## src/rtl/snake_pkg.sv

```systemverilog
// snake_pkg: shared FSM states, direction codes, coordinate widths and the
// per-direction step helper used by snake_ctrl.
package snake_pkg;
    typedef enum logic [2:0] {S_IDLE, S_RUN, S_MOVE, S_CHECK, S_EAT, S_OVER} state_t;
    localparam logic [1:0] DIR_UP = 2'd0;
    localparam logic [1:0] DIR_RIGHT = 2'd1;
    localparam logic [1:0] DIR_DOWN = 2'd2;
    localparam logic [1:0] DIR_LEFT = 2'd3;
    localparam int X_W = 7;
    localparam int Y_W = 6;
    // {dx, dy} as 2-bit two's complement deltas; up is y-1.
    function automatic logic [3:0] step(input logic [1:0] dir);
        return dir == DIR_UP ? 4'b0011 : dir == DIR_RIGHT ? 4'b0100 : dir == DIR_DOWN ? 4'b0001 : 4'b1100;
    endfunction
endpackage

```

## src/rtl/snake_ctrl_move_tick_gen.sv

```systemverilog
// move_tick_gen: TICK_DIV cycle counter with enable and sync clear; one-cycle tick.
module move_tick_gen #(
    parameter int TICK_DIV = 4333333
) (
    input  logic pclk,
    input  logic rst,
    input  logic en,
    input  logic clr,
    output logic tick
);
    localparam int CW = TICK_DIV > 1 ? $clog2(TICK_DIV) : 1;
    logic [CW-1:0] cnt;
    assign tick = en && cnt == CW'(TICK_DIV - 1);
    always_ff @(posedge pclk or posedge rst) begin
        if (rst) cnt <= '0;
        else if (clr || tick) cnt <= '0;
        else if (en) cnt <= cnt + 1'b1;
    end
endmodule

```

## src/rtl/snake_ctrl.sv

```systemverilog
// snake_ctrl: snake game sequencer with body shift buffer, hit detection and apple handshake.
// Build option SNAKE_WRAP_EN: wrap at the grid edges instead of ending on a wall hit.
module snake_ctrl
    import snake_pkg::*;
#(
    parameter int GRID_W = 32,
    parameter int GRID_H = 24,
    parameter int MAX_LEN = 16,
    parameter int START_LEN = 3,
    parameter int START_X = 16,
    parameter int START_Y = 12,
    parameter int TICK_DIV = 4333333,
    parameter int LEN_W = $clog2(MAX_LEN + 1)
) (
    input  logic             pclk,
    input  logic             rst,
    input  logic             start,
    input  logic [1:0]       dir_in,
    input  logic             dir_valid,
    input  logic [6:0]       apple_x,
    input  logic [5:0]       apple_y,
    output logic             apple_req,
    input  logic             apple_ack,
    output logic [6:0]       head_x,
    output logic [5:0]       head_y,
    output logic [LEN_W-1:0] length,
    input  logic [LEN_W-1:0] rd_idx,
    output logic [6:0]       rd_x,
    output logic [5:0]       rd_y,
    output logic             running,
    output logic             game_over
);
    localparam int IW = MAX_LEN > 1 ? $clog2(MAX_LEN) : 1;
    state_t state, next;
    logic [X_W-1:0] seg_x [MAX_LEN];
    logic [Y_W-1:0] seg_y [MAX_LEN];
    logic [1:0] cur_dir, pend_dir;
    logic [LEN_W-1:0] idx;
    logic [3:0] st;
    logic [X_W-1:0] nx, mx;
    logic [Y_W-1:0] ny, my;
    logic tick, die, hit, last, apple_hit;

    move_tick_gen #(.TICK_DIV(TICK_DIV)) u_tick (
        .pclk(pclk),
        .rst(rst),
        .en(state == S_RUN),
        .clr(start && (state == S_IDLE || state == S_OVER)),
        .tick(tick)
    );

    assign head_x = seg_x[0];
    assign head_y = seg_y[0];
    assign running = state == S_RUN || state == S_MOVE || state == S_CHECK || state == S_EAT;
    assign game_over = state == S_OVER;

    always_comb begin
        st = step(pend_dir);
        nx = seg_x[0] + {{(X_W-2){st[3]}}, st[3:2]};
        ny = seg_y[0] + {{(Y_W-2){st[1]}}, st[1:0]};
`ifdef SNAKE_WRAP_EN
        die = 1'b0;
        mx = nx == X_W'(GRID_W) ? '0 : nx > X_W'(GRID_W) ? X_W'(GRID_W - 1) : nx;
        my = ny == Y_W'(GRID_H) ? '0 : ny > Y_W'(GRID_H) ? Y_W'(GRID_H - 1) : ny;
`else
        // Stepping below zero wraps the unsigned value far above the grid.
        die = nx >= X_W'(GRID_W) || ny >= Y_W'(GRID_H);
        mx = nx;
        my = ny;
`endif
        hit = seg_x[0] == seg_x[idx[IW-1:0]] && seg_y[0] == seg_y[idx[IW-1:0]];
        last = idx >= length - LEN_W'(1);
        apple_hit = seg_x[0] == apple_x && seg_y[0] == apple_y;
    end

    always_comb begin
        next = state;
        case (state)
            S_IDLE:  next = start ? S_RUN : S_IDLE;
            S_RUN:   next = tick ? S_MOVE : S_RUN;
            S_MOVE:  next = die ? S_OVER : S_CHECK;
            S_CHECK: next = (length > LEN_W'(1) && hit) ? S_OVER : last ? (apple_hit ? S_EAT : S_RUN) : S_CHECK;
            S_EAT:   next = (apple_req && apple_ack) ? S_RUN : S_EAT;
            S_OVER:  next = start ? S_RUN : S_OVER;
            default: next = S_IDLE;
        endcase
    end

    always_ff @(posedge pclk or posedge rst) begin
        if (rst) state <= S_IDLE;
        else state <= next;
    end

    always_ff @(posedge pclk or posedge rst) begin
        if (rst) begin
            for (int i = 0; i < MAX_LEN; i++) begin
                seg_x[i] <= X_W'(START_X - i);
                seg_y[i] <= Y_W'(START_Y);
            end
            cur_dir <= DIR_RIGHT;
            pend_dir <= DIR_RIGHT;
            length <= LEN_W'(START_LEN);
            idx <= '0;
            apple_req <= 1'b0;
            rd_x <= '0;
            rd_y <= '0;
        end else begin
            rd_x <= rd_idx < LEN_W'(MAX_LEN) ? seg_x[rd_idx[IW-1:0]] : '0;
            rd_y <= rd_idx < LEN_W'(MAX_LEN) ? seg_y[rd_idx[IW-1:0]] : '0;
            // Reversal is judged against the last executed move, not the pending one.
            if (dir_valid && state != S_IDLE && state != S_OVER && dir_in != (cur_dir ^ 2'd2))
                pend_dir <= dir_in;
            if (state == S_MOVE) begin
                cur_dir <= pend_dir;
                idx <= LEN_W'(1);
                if (!die) begin
                    for (int i = MAX_LEN - 1; i > 0; i--) begin
                        seg_x[i] <= seg_x[i-1];
                        seg_y[i] <= seg_y[i-1];
                    end
                    seg_x[0] <= mx;
                    seg_y[0] <= my;
                end
            end
            if (state == S_CHECK) idx <= idx + LEN_W'(1);
            if (state == S_EAT) begin
                if (!apple_req) apple_req <= 1'b1;
                else if (apple_ack) begin
                    apple_req <= 1'b0;
                    length <= length == LEN_W'(MAX_LEN) ? length : length + LEN_W'(1);
                end
            end
            if (state == S_OVER && start) begin
                for (int i = 0; i < MAX_LEN; i++) begin
                    seg_x[i] <= X_W'(START_X - i);
                    seg_y[i] <= Y_W'(START_Y);
                end
                cur_dir <= DIR_RIGHT;
                pend_dir <= DIR_RIGHT;
                length <= LEN_W'(START_LEN);
            end
        end
    end
endmodule
```

## config.mk

```make
export PLATFORM = sky130hd
export DESIGN_NAME = snake_ctrl
export DESIGN_NICKNAME = d
export VERILOG_FILES = /design/src/rtl/snake_pkg.sv /design/src/rtl/snake_ctrl_move_tick_gen.sv /design/src/rtl/snake_ctrl.sv
export SDC_FILE = /design/constraint.sdc
export NUM_CORES = 1
export LEC_CHECK = 0
export ABC_AREA = 1
export CORE_MARGIN = 3
export CORE_UTILIZATION = 35
export DETAILED_ROUTE_END_ITERATION = 8
export GPL_TIMING_DRIVEN = 0
export HOLD_SLACK_MARGIN = 0.12
export SLEW_MARGIN = 40
export SYNTH_ARGS = -nofsm -noshare
export SYNTH_HDL_FRONTEND = slang
export SYNTH_SLANG_ARGS = --single-unit
```

## constraint.sdc

```tcl
create_clock -name pclk -period 11.2 [get_ports pclk]
set_input_delay 2.24 -clock pclk [delete_from_list [all_inputs] [get_ports pclk]]
set_output_delay 2.24 -clock pclk [all_outputs]
set_load 0.02 [all_outputs]
```

Word level (Yosys, flattened, before mapping):

Cells that the tools add are included.

* reduce and logical (&&, ||, !) cells: 28
* multiplexer cells: 47
* eq/ne operators: 17
* divide/modulo/power cells: 0
* $lt $le $gt $ge: 7
* shift operators: 0
* multipliers: 0
* bitwise logic cells: 3
* add/sub/neg operators: 6

Operators with widths (number)
* $mux W112: 3
* $mux W96: 3
* $bmux W7 S4: 2
* $bmux W6 S4: 2
* $mux W23: 2
* $mux W5: 7
* $mux W7: 5
* $mux W6: 5
* $add A23 B1 Y23 const B: 1
* $eq A23 B23 Y1 const B: 1
* $mux W3: 6
* $pmux W3 S6: 1
* $eq A7 B7 Y1: 2
* $reduce_bool A2 Y1: 7
* $eq A6 B6 Y1: 2
* $mux W4: 3
* $add A5 B1 Y5 const B: 2
* $ge A5 B5 Y1 const B: 2
* $logic_and A1 B1 Y1: 10
* $mux W2: 5
* $not A4 Y5: 2
* $add A7 B7 Y7: 1
* $ge A7 B6 Y1 const B: 1
* $add A6 B6 Y6: 1
* other kinds (22): 32

* memories: 0
* bits in latches: 0
* output and inout port bits: 34
* bits in registers: 262
* memory bits (read-only): 0
* word-level logic and storage cells: 149
* bits in writable memories: 0

Longest topological paths before layout:

Gate-level depths: netlist of the first run.

* depth after elaboration: 10
* depth in mapped cells: 20
* depth with buffers taken out: 18

Modules after synthesis:

A second synthesis of the first run with hierarchy kept.

* cell total of the unflattened synthesis: 2406
* area total of the unflattened synthesis: 16703.5 µm²

Modules (own cells, without submodules)
* snake_ctrl: times used 1, area an instance 15145.8 µm², cells each 2180, sequential area each 6067.1 µm²
* move_tick_gen: times used 1, area an instance 1557.7 µm², cells each 226, sequential area each 575.6 µm²

Worst setup path before layout of the first run:

No wires, ideal clock.

* path type: input-to-reg
* start point: in start
* end point: reg seg_x (netlist bit head_x[4])
* data required time: 11139 ps
* path slack: 7625 ps
* arrival: 3514 ps
* path buffers: 3
* stages on the path: 9
* path through: inv_1 > nor2_1 > clkbuf_1 > inv_2 > nand2_1 > clkbuf_1 > clkbuf_1 > nand3_1 > nand2_1

* longest elaborated chain between the ends: 3
* elaborated cells on any way between the ends: 5

Ends and longest elaborated chain
* start: declaration: line snake_ctrl.sv:17 `input logic start,`
* $logic_and A1 B1 Y1 (*): line snake_ctrl.sv:133 `if (state == S_OVER && start) begin`
* $ne A2 B1 Y1 (no source line) / $reduce_bool A2 Y1 (equally long branches)
* $reduce_and A2 Y1 (no source line)
* end signal: indexed assignment: line snake_ctrl.sv:97 `seg_x[i] <= X_W'(START_X - i);`
* end signal: indexed assignment: line snake_ctrl.sv:118 `seg_x[i] <= seg_x[i-1];`
* end signal: indexed assignment: line snake_ctrl.sv:135 `seg_x[i] <= X_W'(START_X - i);`
* end: declaration: line snake_ctrl.sv:35 `logic [X_W-1:0] seg_x [MAX_LEN];`

Mark *: on every way between the ends. The rest lies on a longest branch, timed or not.
A chain may end at the register's enable or synchronous reset.

Final worst setup path of the first run:

* start point: reg state[1]
* end point: out running

* longest elaborated chain between the ends: 4
* elaborated cells on any way between the ends: 7

Ends and longest elaborated chain
* start: declaration: line snake_ctrl.sv:34 `state_t state, next;`
* start signal: assignment: line snake_ctrl.sv:91 `else state <= next;`
* $eq A3 B1 Y1 / $eq A3 B2 Y1 (equally long branches): line snake_ctrl.sv:54 `assign running = state == S_RUN || state == S_MOVE || state == S_CHECK || state == S_EAT;`
* $logic_or A1 B1 Y1 (2 in a row): line snake_ctrl.sv:54
* $logic_or A1 B1 Y1 (*): line snake_ctrl.sv:54
* end: declaration: line snake_ctrl.sv:30 `output logic running,`

Marked as above.

==> results of run 1 <==
-- cells by family (layout without fill, tap and decap cells) --
logic type,after synthesis,count (layout),share of synthesized area [%]
and+or+nand+nor,1384,1384,36.7
buffers and inverters,462,584,11.4
AOI/OAI and AO/OA,329,329,10.3
DFF,262,262,38.8
xor gates and xnor gates,30,30,1.58
adders and majority gates,16,16,1.17
other,0,1,0
-- layout make-up --
class | count | area [um^2]
fill | 5083 | 28300
multi-input combinational | 1759 | 8540
sequential | 262 | 6640
buffer | 216 | 1060
inverter | 246 | 931
clock buffer | 48 | 913
tap | 615 | 769
timing repair buffer | 61 | 664
clock inverter | 13 | 170
antenna | 1 | 2.50
-- sequential cells by signal, indices dropped and copies added, names as in the netlist --
signal and flops:
rd_x 7, seg_y 90, u_tick.cnt 23, head_x 7, pend_dir 2, rd_y 6
cur_dir 2, seg_x 105, head_y 6, length 5, idx 5, state 3
apple_req 1
-- worst register-to-register path: stages, from the launching register on --
cell and delay [ns]:
dfrtp_1 0.36, buf_2 0.24, buf_2 0.36, clkbuf_1 0.78, nand2_1 0.15, nand3_1 0.13
nand3_1 0.15, nand3_1 0.18, nand2_1 0.07, nand2_1 0.08, nand2_1 0.09, nor2_1 0.21
nand2_1 0.16, nor2_1 0.13, nand2_1 0.12, nand2_1 0.09, nand3_1 0.06
-- layer usage --
metal,routed length [um],vias up,track usage (%)
li1,-,8460,-
met1,33100,8890,41.9
met2,33400,1117,44.7
met3,8520,252,7.00
met4,4120,0,13.7
met5,0,-,0
-- power by group --
part | total [mW] | internal, mW | switching, mW | leakage [nW]
Sequential | 1.28 | 1.12 | 0.162 | 2.99
Clock | 1.10 | 0.644 | 0.455 | 0.516
Combinational | 1.37 | 0.402 | 0.966 | 6.02
Total | 3.75 | 2.17 | 1.58 | 9.53
-- Yosys cell counts, types with 19 or more instances --
master and count:
inv_1 237, a21oi_1 118, or2_2 28, o21ai_1 20, nor2_1 108, nor3_1 19, nand4_1 134, dfstp_2 69
nand2_1 592, buf_2 38, clkbuf_1 126, nand3_1 488, o211ai_1 31, dfrtp_1 193, o21ai_0 144, buf_4 21
-- worst min path at each step --
stage | end | cells after the start
after floorplan | u_tick.cnt[22] | 1
after global placement | u_tick.cnt[22] | 1
after detailed placement | u_tick.cnt[22] | 1
after CTS | u_tick.cnt[22] | 1
after global routing | seg_x[59] | 2
final | u_tick.cnt[22] | 1
-- per-stage QoR --
stage | utilization [%] | setup WS (ns) | hold WS, ns | TNS [ns] | std cells
2_1_floorplan | - | 1.86 | 0.433 | 0 | 2483
3_3_place_gp | 38.4 | -1.87 | 0.452 | -354.73 | 3155
6_report | 41.0 | 6.18 | 0.462 | 0 | 3221
4_1_cts | 41.0 | 6.21 | 0.458 | 0 | 3219
3_5_place_dp | 38.7 | 5.76 | 0.450 | 0 | 3158
5_1_grt | 41.0 | 6.11 | 0.493 | 0 | 3221
==> impl_results.md, run 1 <==
- Htree depth: 2
- Power Density: between 150 and 200 nW/um^2
- Final HPWL DP: between 50000 and 60000 um
- Clock buffer count from CTS: 34
- Crit path kind: reg -> out
- Worst path depth: 7
- DRT antenna net count: 0
- Max_slew headroom: a little under a third
- Worst setup SP type: flop
- TritonCTS sink count: about 260
- Largest net degree at the start of global routing: 80
- Crit path buffers/inverters: 4
- Period utilization: ~45%
- DRT Pass-1 Iters: 6
- Clock Skew: 0.0170 ns
- Wire per inst: between 20 and 25 um
- Initial Utilization: 35.7%
- First-pass GRT wire length: between 100000 and 150000 um
- Syn_nets: between 2000 and 3000
- Vias per cell: between 5 and 6
- TritonCTS clock tree: yes
- Grt ovf: 0
- R2R depth: 16
- Post-CTS Setup Bufs: 0
- Worst setup endpoint: running
- Fmax: 199 MHz
- Drt drc: 0
- Syn Std Cell Area: ~17000 um^2
- GR Util All Layers: a little under a third
- Drt first-iter violations: approximately 2700
- Slew at the pin closest to its max-slew limit: between 1 and 1.5 ns
- Final nets: about 2600
- Initial antenna violation count: 1
- Critical-path top delay cell: clkdlybuf4s50_1
- Total power: 3.75 mW
- Row count: 80
- Synth top area share: about 28%
- Die width: between 200 and 250 um
- Main flop type after synthesis: dfrtp_1
- Later-pin clock latency in the skew report: between 0.5 and 0.6 ns
- Syn avg cell area: 6.90 um^2
- Worst path cell trace: inv_1, nor2_1, inv_1, nor2_2, inv_1, nand4_1, clkdlybuf4s50_1
- Worst VDD drop: around 0.11 mV
- Hold path start: u_tick.cnt[22]
- IO Port Bufs: 57
- Post-synthesis sequential area ratio: between 30% and 40%
- DRT Wirelength: 79200 um
- Final Hold Viols: 0
- Final Instance Area: 19700 um^2
- Die Y: 227 um
- Synth async-reset ratio: 100%
- Number of synthesized flops with an enable pin: 0
- Distinct cells, synth: 44
- R2R Path End: state[1]
- CTS Hold Bufs: 0
- Crit path launch: state[1]
- Status: finished, final reports clean
- WP data required: about 9 ns
- Worst R2R Start: idx[0]
- Final count of pins violating max slew: 0
- Synth-to-layout area growth: 15.0%
- # setup viols final: 0
- Die area: 51600 um^2
- Post-CTS sizing: 0
- Cell Area, Placed: ~19000 um^2
- Synth warn: 0
- I/O Pins: just under 60
- Hold Crit Class: reg -> reg
- Most frequent cells in the layout: 592 x nand2_1, 488 x nand3_1, 236 x inv_1, 193 x dfrtp_1, 144 x o21ai_0
- Unrepaired setup endpoints after global routing: no
- Critical Path AT: 2.78 ns
- Commonest non-fill, non-tap cell in the layout: nand2_1
- Max Cap Viol: 0
- Crit path max-delay family: buffers and inverters
- Fin crit period: between 5 and 6 ns
- Vias in the first global route: between 15000 and 20000
- CTS Buffer Depth: 3
- Share of cells above drive strength 1: between 10% and 20%
- Cell taking the most area after synthesis: dfrtp_1
- Critical path's largest stage delay: 0.63 ns
- Register clock-pin slew on the reported worst setup and hold paths: roughly 0.060 ns
- Syn Inst Count: approximately 2500
- Clock Root Buffer: clkbuf_16
- Worst setup EP type: output port
- RD Place Congestion: just over 1
- R2R setup slack: roughly 7.7 ns
- Leak: ~9.5 nW
- Via count: 18700
- Core area: ~48000 um^2
- Ranking of synthesized cells by area: dfrtp_1 28%, nand3_1 14%, nand2_1 13%
- #FFs+latches synth: roughly 260
- Worst-path fanout max: 8
- Crit-path most repeated cell: inv_1
(Power assumes the default switching activity.)
==> inputs of run 2 (changes only) <==
clock period = 4.7 ns   (was 11.2 ns; I/O delays follow)
==> run 2 against run 1 <==
  * Hold slack gained 0.0078 ns
  * Cell count grew 0.25%
  * Critical path depth rose by 3
  * Critical endpoint is now seg_x[70]
  * Highest routed layer unchanged
==> impl_results.md, run 2 (synthesis gave the netlist of run 1 again) <==
- Slew at the pin closest to its max-slew limit: 1.03 ns (+0.00175 ns)
- Cell Area, Placed: 18800 um^2 (+1.3%)
- Die Y: 227 um (unchanged)
- Grt ovf: 0 (unchanged)
- Met2 wire len: 34700 um (+3.9%)
- Synth-to-layout area growth: 16.5%
- Status: finished, final reports clean
- Fin util: 41.5% (+0.55 points)
- Die width: 227 um (unchanged)
- Vias in the first global route: 17500 (+2.3%)
- Power Density: 452 nW/um^2 (+140%)
- Final Instance Area: 20000 um^2 (+1.3%)
- IO Port Bufs: 57 (unchanged)
- Min setup slack post-route: 1.07 ns (-5.11 ns)
- TritonCTS sink count: 262 (unchanged)
- Max_slew headroom: 31.5% (-0.12 points)
- Wire length on met3: 7360 um (-14%)
- Met1 wire length: 34500 um (+4.0%)
- RD Place Congestion: 1.01 (-1.6%)
- Max Cap Viol: 0 (unchanged)
- First-pass GRT wire length: 117000 um (+2.1%)
- Via count: 18800 (+0.28%)
- Fin crit period: roughly 3.6 ns
- Top layer in use: met4
- CTS Hold Bufs: 0 (unchanged)
- DRT Pass-1 Iters: 6 (unchanged)
- Worst-path fanout max: 10 (+2)
- Final nets: 2633 (+0.46%)
- Critical Path AT: 4.12 ns (+1.34 ns)
- Worst setup EP type: flop
- Unrepaired setup endpoints after global routing: no
- Clock Root Buffer: clkbuf_16
- Crit path kind: in -> reg
- Row count: 80 (unchanged)
- Fmax: ~280 MHz
- Most frequent cells in the layout: 592 x nand2_1, 488 x nand3_1, 236 x inv_1, 193 x dfrtp_1, 144 x o21ai_0
- Core area: 48000 um^2 (unchanged)
- Hold Crit Class: reg -> reg
- Largest net degree at the start of global routing: 26 (-68%)
- Final Hold Viols: 0 (unchanged)
- Place WS: 0.670 ns (-5.09 ns)
- TritonCTS clock tree: yes
- DRT Wirelength: 80200 um (+1.4%)
- CTS Buffer Depth: 3 (unchanged)
- Wire per inst: 24.8 um (+1.1%)
- Later-pin clock latency in the skew report: 0.56 ns (about the same)
- Worst VDD drop: 0.280 mV (+150%)
- Initial Utilization: 35.7% (unchanged)
- Register clock-pin slew on the reported worst setup and hold paths: 0.05 ns (about the same)
- Vias per cell: 5.81 (about the same)
- Period utilization: 77.3%
- Total power: 9.02 mW (+140%)
- DRT antenna net count: 0 (unchanged)
- Initial antenna violation count: 0 (-1)
- Worst setup SP type: primary input
- Drt drc: 0 (unchanged)
- Ant diodes: 0 (-1)
- Final count of pins violating max slew: 0 (unchanged)
- Final HPWL DP: 57400 um (+2.6%)
- I/O Pins: 59 (unchanged)
- Htree depth: 2 (unchanged)
- Drt first-iter violations: 2583 (-3.9%)
- Share of cells above drive strength 1: 11.0% (+0.77 points)
- GR Util All Layers: 30.8% (+0.62 points)
- Clock buffer count from CTS: 34 (unchanged)
- Die area: 51600 um^2 (unchanged)
- Commonest non-fill, non-tap cell in the layout: nand2_1
- Most flops, register: seg_x
- Min Hold Slack: 0.470 ns (+0.00784 ns)
- Post-CTS sizing: 0 (unchanged)
- # setup viols final: 0 (unchanged)
- Leak: 9.68 nW (+1.7%)
- Post-CTS Setup Bufs: 0 (unchanged)
- WP data required: 5.19 ns (-3.77 ns)
- Top Registers: seg_x: 105 flops, seg_y: 90 flops, u_tick.cnt: 23 flops
- Max reg flops: 105 (unchanged)
- Clock Skew: 0.0320 ns (+0.0150 ns)
## run 2: path summary, 6_finish.rpt
| check | startpoint | to | slack, ns | cells after the start |
|---|---|---|---|---|
| min | u_tick.cnt[22] | u_tick.cnt[22] | 0.47 | 1 |
| max reg2reg | pend_dir[0] | seg_x[26] | 1.24 | 16 |
| max in group asynchronous | rst | head_x[4] | 2.40 | 8 |
| min in group asynchronous | rst | seg_y[71] | 0.76 | 2 |
| min reg2reg | u_tick.cnt[22] | u_tick.cnt[22] | 0.47 | 1 |
| max | start | seg_x[70] | 1.07 | 10 |
## run 2: where the power goes
| group | total (mW) | switching [mW] | leakage, nW | internal, mW |
|---|---|---|---|---|
| registers | 3.05 | 0.379 | 2.99 | 2.67 |
| clock network | 2.65 | 1.05 | 0.536 | 1.60 |
| logic | 3.32 | 2.34 | 6.16 | 0.975 |
| total | 9.02 | 3.77 | 9.68 | 5.25 |
## run 2: cell type report
class / count / area (um^2)
buffer: 216 / 1080
sequential: 262 / 6640
fill: 5096 / 28100
clock buffer: 52 / 980
multi-input combinational: 1759 / 8540
tap: 615 / 769
timing repair buffer: 73 / 897
clock inverter: 6 / 128
inverter: 246 / 927
## run 2: critical path, cell delays in order
cell             delay [ns]
clkdlybuf4s50_1        0.48
inv_1                  0.06
nor2_1                 0.13
clkbuf_1               0.68
inv_2                  0.31
nand2_1                0.18
clkbuf_1               0.61
clkbuf_1               0.48
nand3_1                0.14
nand2_1                0.09
## run 2: through the flow
stage,setup TNS (ns),instances
CTS,0,3228
global route,0,3229
global placement,-366.13,3155
finish,0,3229
detailed placement,0,3170
floorplan,0,2483
## run 2: metal layers
layer / GRT usage (%) / vias to the layer above
li1: - / 8479
met1: 42.8 / 9034
met2: 47.4 / 1031
met3: 5.78 / 228
met4: 12.4 / 0
met5: 0 / -
==> inputs of run 3 (changes only) <==
clock period = 3 ns   (was 4.7 ns; I/O delays follow)
==> run 3 against run 2 <==
  * The flow now finishes with violations (negative setup slack)
  * Wire length up 0.40%
  * Total power up 59%
  * Critical path depth down 3
  * First-iteration DRC count down 3.7%
  * Sequential share of layout area down 0.24 points
  * Cell count about the same
  * Design area up 0.71%
  * Sequential power up 57%
==> impl_results.md, run 3 (synthesis gave the netlist of run 1 again) <==
- Status: finished with violations
- Failing checks: negative setup slack
- DRT Wirelength: 80500 um (+0.40%)
- Commonest non-fill, non-tap cell in the layout: nand2_1
- Hold Crit Class: in -> async
- WP data required: 3.42 ns (-1.77 ns)
- Max_slew headroom: 30.8% (-0.62 points)
- Critical path's largest stage delay: 0.73 ns (+0.05 ns)
- Sequential fraction of design power: 33.4% (-0.4 points)
- Synth-to-layout area growth: 17.4%
- RD Place Congestion: 1.01 (unchanged)
- Slew at the pin closest to its max-slew limit: 1.04 ns (+0.00936 ns)
- DRT Pass-1 Iters: 6 (unchanged)
- TritonCTS sink count: 262 (unchanged)
- Clock share of power: 28.9% (-0.5 points)
- Register clock-pin slew on the reported worst setup and hold paths: 0.06 ns (about the same)
- Die width: 227 um (unchanged)
- Max reg flops: 105 (unchanged)
- Final count of pins violating max slew: 0 (unchanged)
- Later-pin clock latency in the skew report: 0.56 ns (about the same)
- Grt ovf: 0 (unchanged)
- Top Registers: seg_x: 105 flops, seg_y: 90 flops, u_tick.cnt: 23 flops
- First-pass GRT wire length: 117000 um (+0.18%)
- Max Cap Viol: 0 (unchanged)
- Share of cells above drive strength 1: 11.9% (+0.87 points)
- # fillers: 5087 (-0.18%)
- Leak: 9.77 nW (+0.91%)
- Clock Skew: 0.0269 ns (-0.00512 ns)
- Placed cell count: 3170 (unchanged)
- Largest net degree at the start of global routing: 26 (unchanged)
- Worst-path fanout max: 10 (unchanged)
- Drt drc: 0 (unchanged)
- Most frequent cells in the layout: 590 x nand2_1, 487 x nand3_1, 236 x inv_1, 193 x dfrtp_1, 144 x o21ai_0
- Critical Path AT: 3.48 ns (-0.64 ns)
- Min setup slack post-route: -0.0655 ns (-1.13 ns)
- Worst VDD drop: 0.439 mV (+57%)
- Clock buffer count from CTS: 34 (unchanged)
- Row count: 80 (unchanged)
- Die area: 51600 um^2 (unchanged)
- Vias per cell: 5.85 (+0.55%)
- GR Util All Layers: 30.8% (about the same)
- Fin crit period: ~3.1 ns
- Min Hold Slack: 0.419 ns (-0.0506 ns)
- Initial antenna violation count: 0 (unchanged)
- Worst path cell trace: clkdlybuf4s50_1, clkbuf_1, clkbuf_1, o21ai_0, o21ai_0, o211ai_1, a21oi_1
- Fmax: between 300 and 400 MHz
- Final nets: 2635 (+0.076%)
- Final Hold Viols: 0 (unchanged)
- IO Port Bufs: 57 (unchanged)
- Clock Root Buffer: clkbuf_16
- Internal power: 8.37 mW (+60%)
- Net Switching: 5.96 mW (+58%)
- Comb pwr share: 37.7% (+0.9 points)
- Total power: 14.3 mW (+59%)
- I/O Pins: 59 (unchanged)
- Switch share: 41.6% (-0.23 points)
- Cell Count, Final, Fillers Out: 3232 (+0.093%)
- Crit path kind: in -> reg
- Worst setup EP type: flop
- CTS Buffer Depth: 3 (unchanged)
- Via count: 18900 (+0.64%)
- Drt first-iter violations: 2487 (-3.7%)
- Die Y: 227 um (unchanged)
- Worst setup SP type: primary input
- Critical-path top delay cell: clkbuf_1
- Period utilization: 102%
- TritonCTS clock tree: yes
- # setup viols final: 2 (+2)
- DRT antenna net count: 0 (unchanged)
- Core area: 48000 um^2 (unchanged)
- Initial Utilization: 35.7% (unchanged)
- Most flops, register: seg_x
- Wire per inst: 24.9 um (+0.31%)
- Final HPWL DP: 57400 um (unchanged)
- Vias in the first global route: 17600 (+0.26%)
- Power Density: 713 nW/um^2 (+58%)
- Htree depth: 2 (unchanged)
[run 3: cell count changes in the layout (fill, tap and decap cells not counted), moves of 3 or more]
cell	before	now
buf_1	10	7
buf_2	43	31
buf_4	22	27
buf_6	15	18
clkbuf_1	108	94
clkbuf_2	35	46
clkbuf_4	0	10
[run 3: repair_timing]
item                                    in CTS  in global routing
pin swaps                                    0                  1
buffers inserted                             2                  2
endpoints found under the setup margin     213                197
hold buffers                                 0                  0
gates resized for setup                     16                 51
[run 3: worst max-delay path: cells and delay by family]
family	cells	cell delay, ns
buffers and inverters	3	1.88
AO/OA/AOI/OAI	4	0.99
[run 3: power groups by stage]
stage | Clock, mW | Sequential, mW | Combinational, mW
global route | 4.36 | 4.83 | 5.84
detailed placement | 0 | 4.80 | 5.08
CTS | 4.22 | 4.75 | 5.13
floorplan | 0 | 4.60 | 3.38
finish | 4.15 | 4.78 | 5.40
global placement | 0 | 4.79 | 4.97
[run 3: final timing paths]
path,startpoint,end,slack [ns],cells past startpoint
max,rd_idx[1],rd_x[3],-0.07,7
min reg2reg,u_tick.cnt[22],u_tick.cnt[22],0.47,1
max in group asynchronous,rst,head_x[4],1.03,8
min in group pclk,u_tick.cnt[22],u_tick.cnt[22],0.47,1
max reg2reg,idx[3],state[1],-0.01,13
min,rst,seg_y[71],0.42,2
[run 3: metrics by stage]
stage	setup TNS [ns]	area, um^2	util [%]	setup WS, ns
after floorplan	-199.87	17100	-	-0.999
after global placement	-817.81	18500	38.5	-3.15
after detailed placement	-68.35	18800	39.2	-0.690
after CTS	0	20000	41.6	0.0230
after global routing	-0.0726	20100	41.8	-0.0231
final	-0.0738	20100	41.8	-0.0655
[run 3: layout make-up]
type	count	area, um^2	share of cell area [%]
Timing Repair Buffer	77	926	4.61
Multi-Input combinational cell	1759	8570	42.6
Clock buffer	52	980	4.87
Antenna cell	1	2.50	0.0124
Tap cell	615	769	3.83
Buffer	214	1150	5.74
Clock inverter	6	128	0.635
Sequential cell	262	6640	33.0
Inverter	246	930	4.62
[run 3: metal layers]
| layer | vias to the layer above | GRT usage, % | part of all wire [%] |
|---|---|---|---|
| li1 | 8493 | - | - |
| met1 | 9068 | 42.9 | 43 |
| met2 | 1086 | 47.4 | 43 |
| met3 | 246 | 5.60 | 9.0 |
| met4 | 0 | 12.6 | 4.9 |
| met5 | - | 0 | 0 |
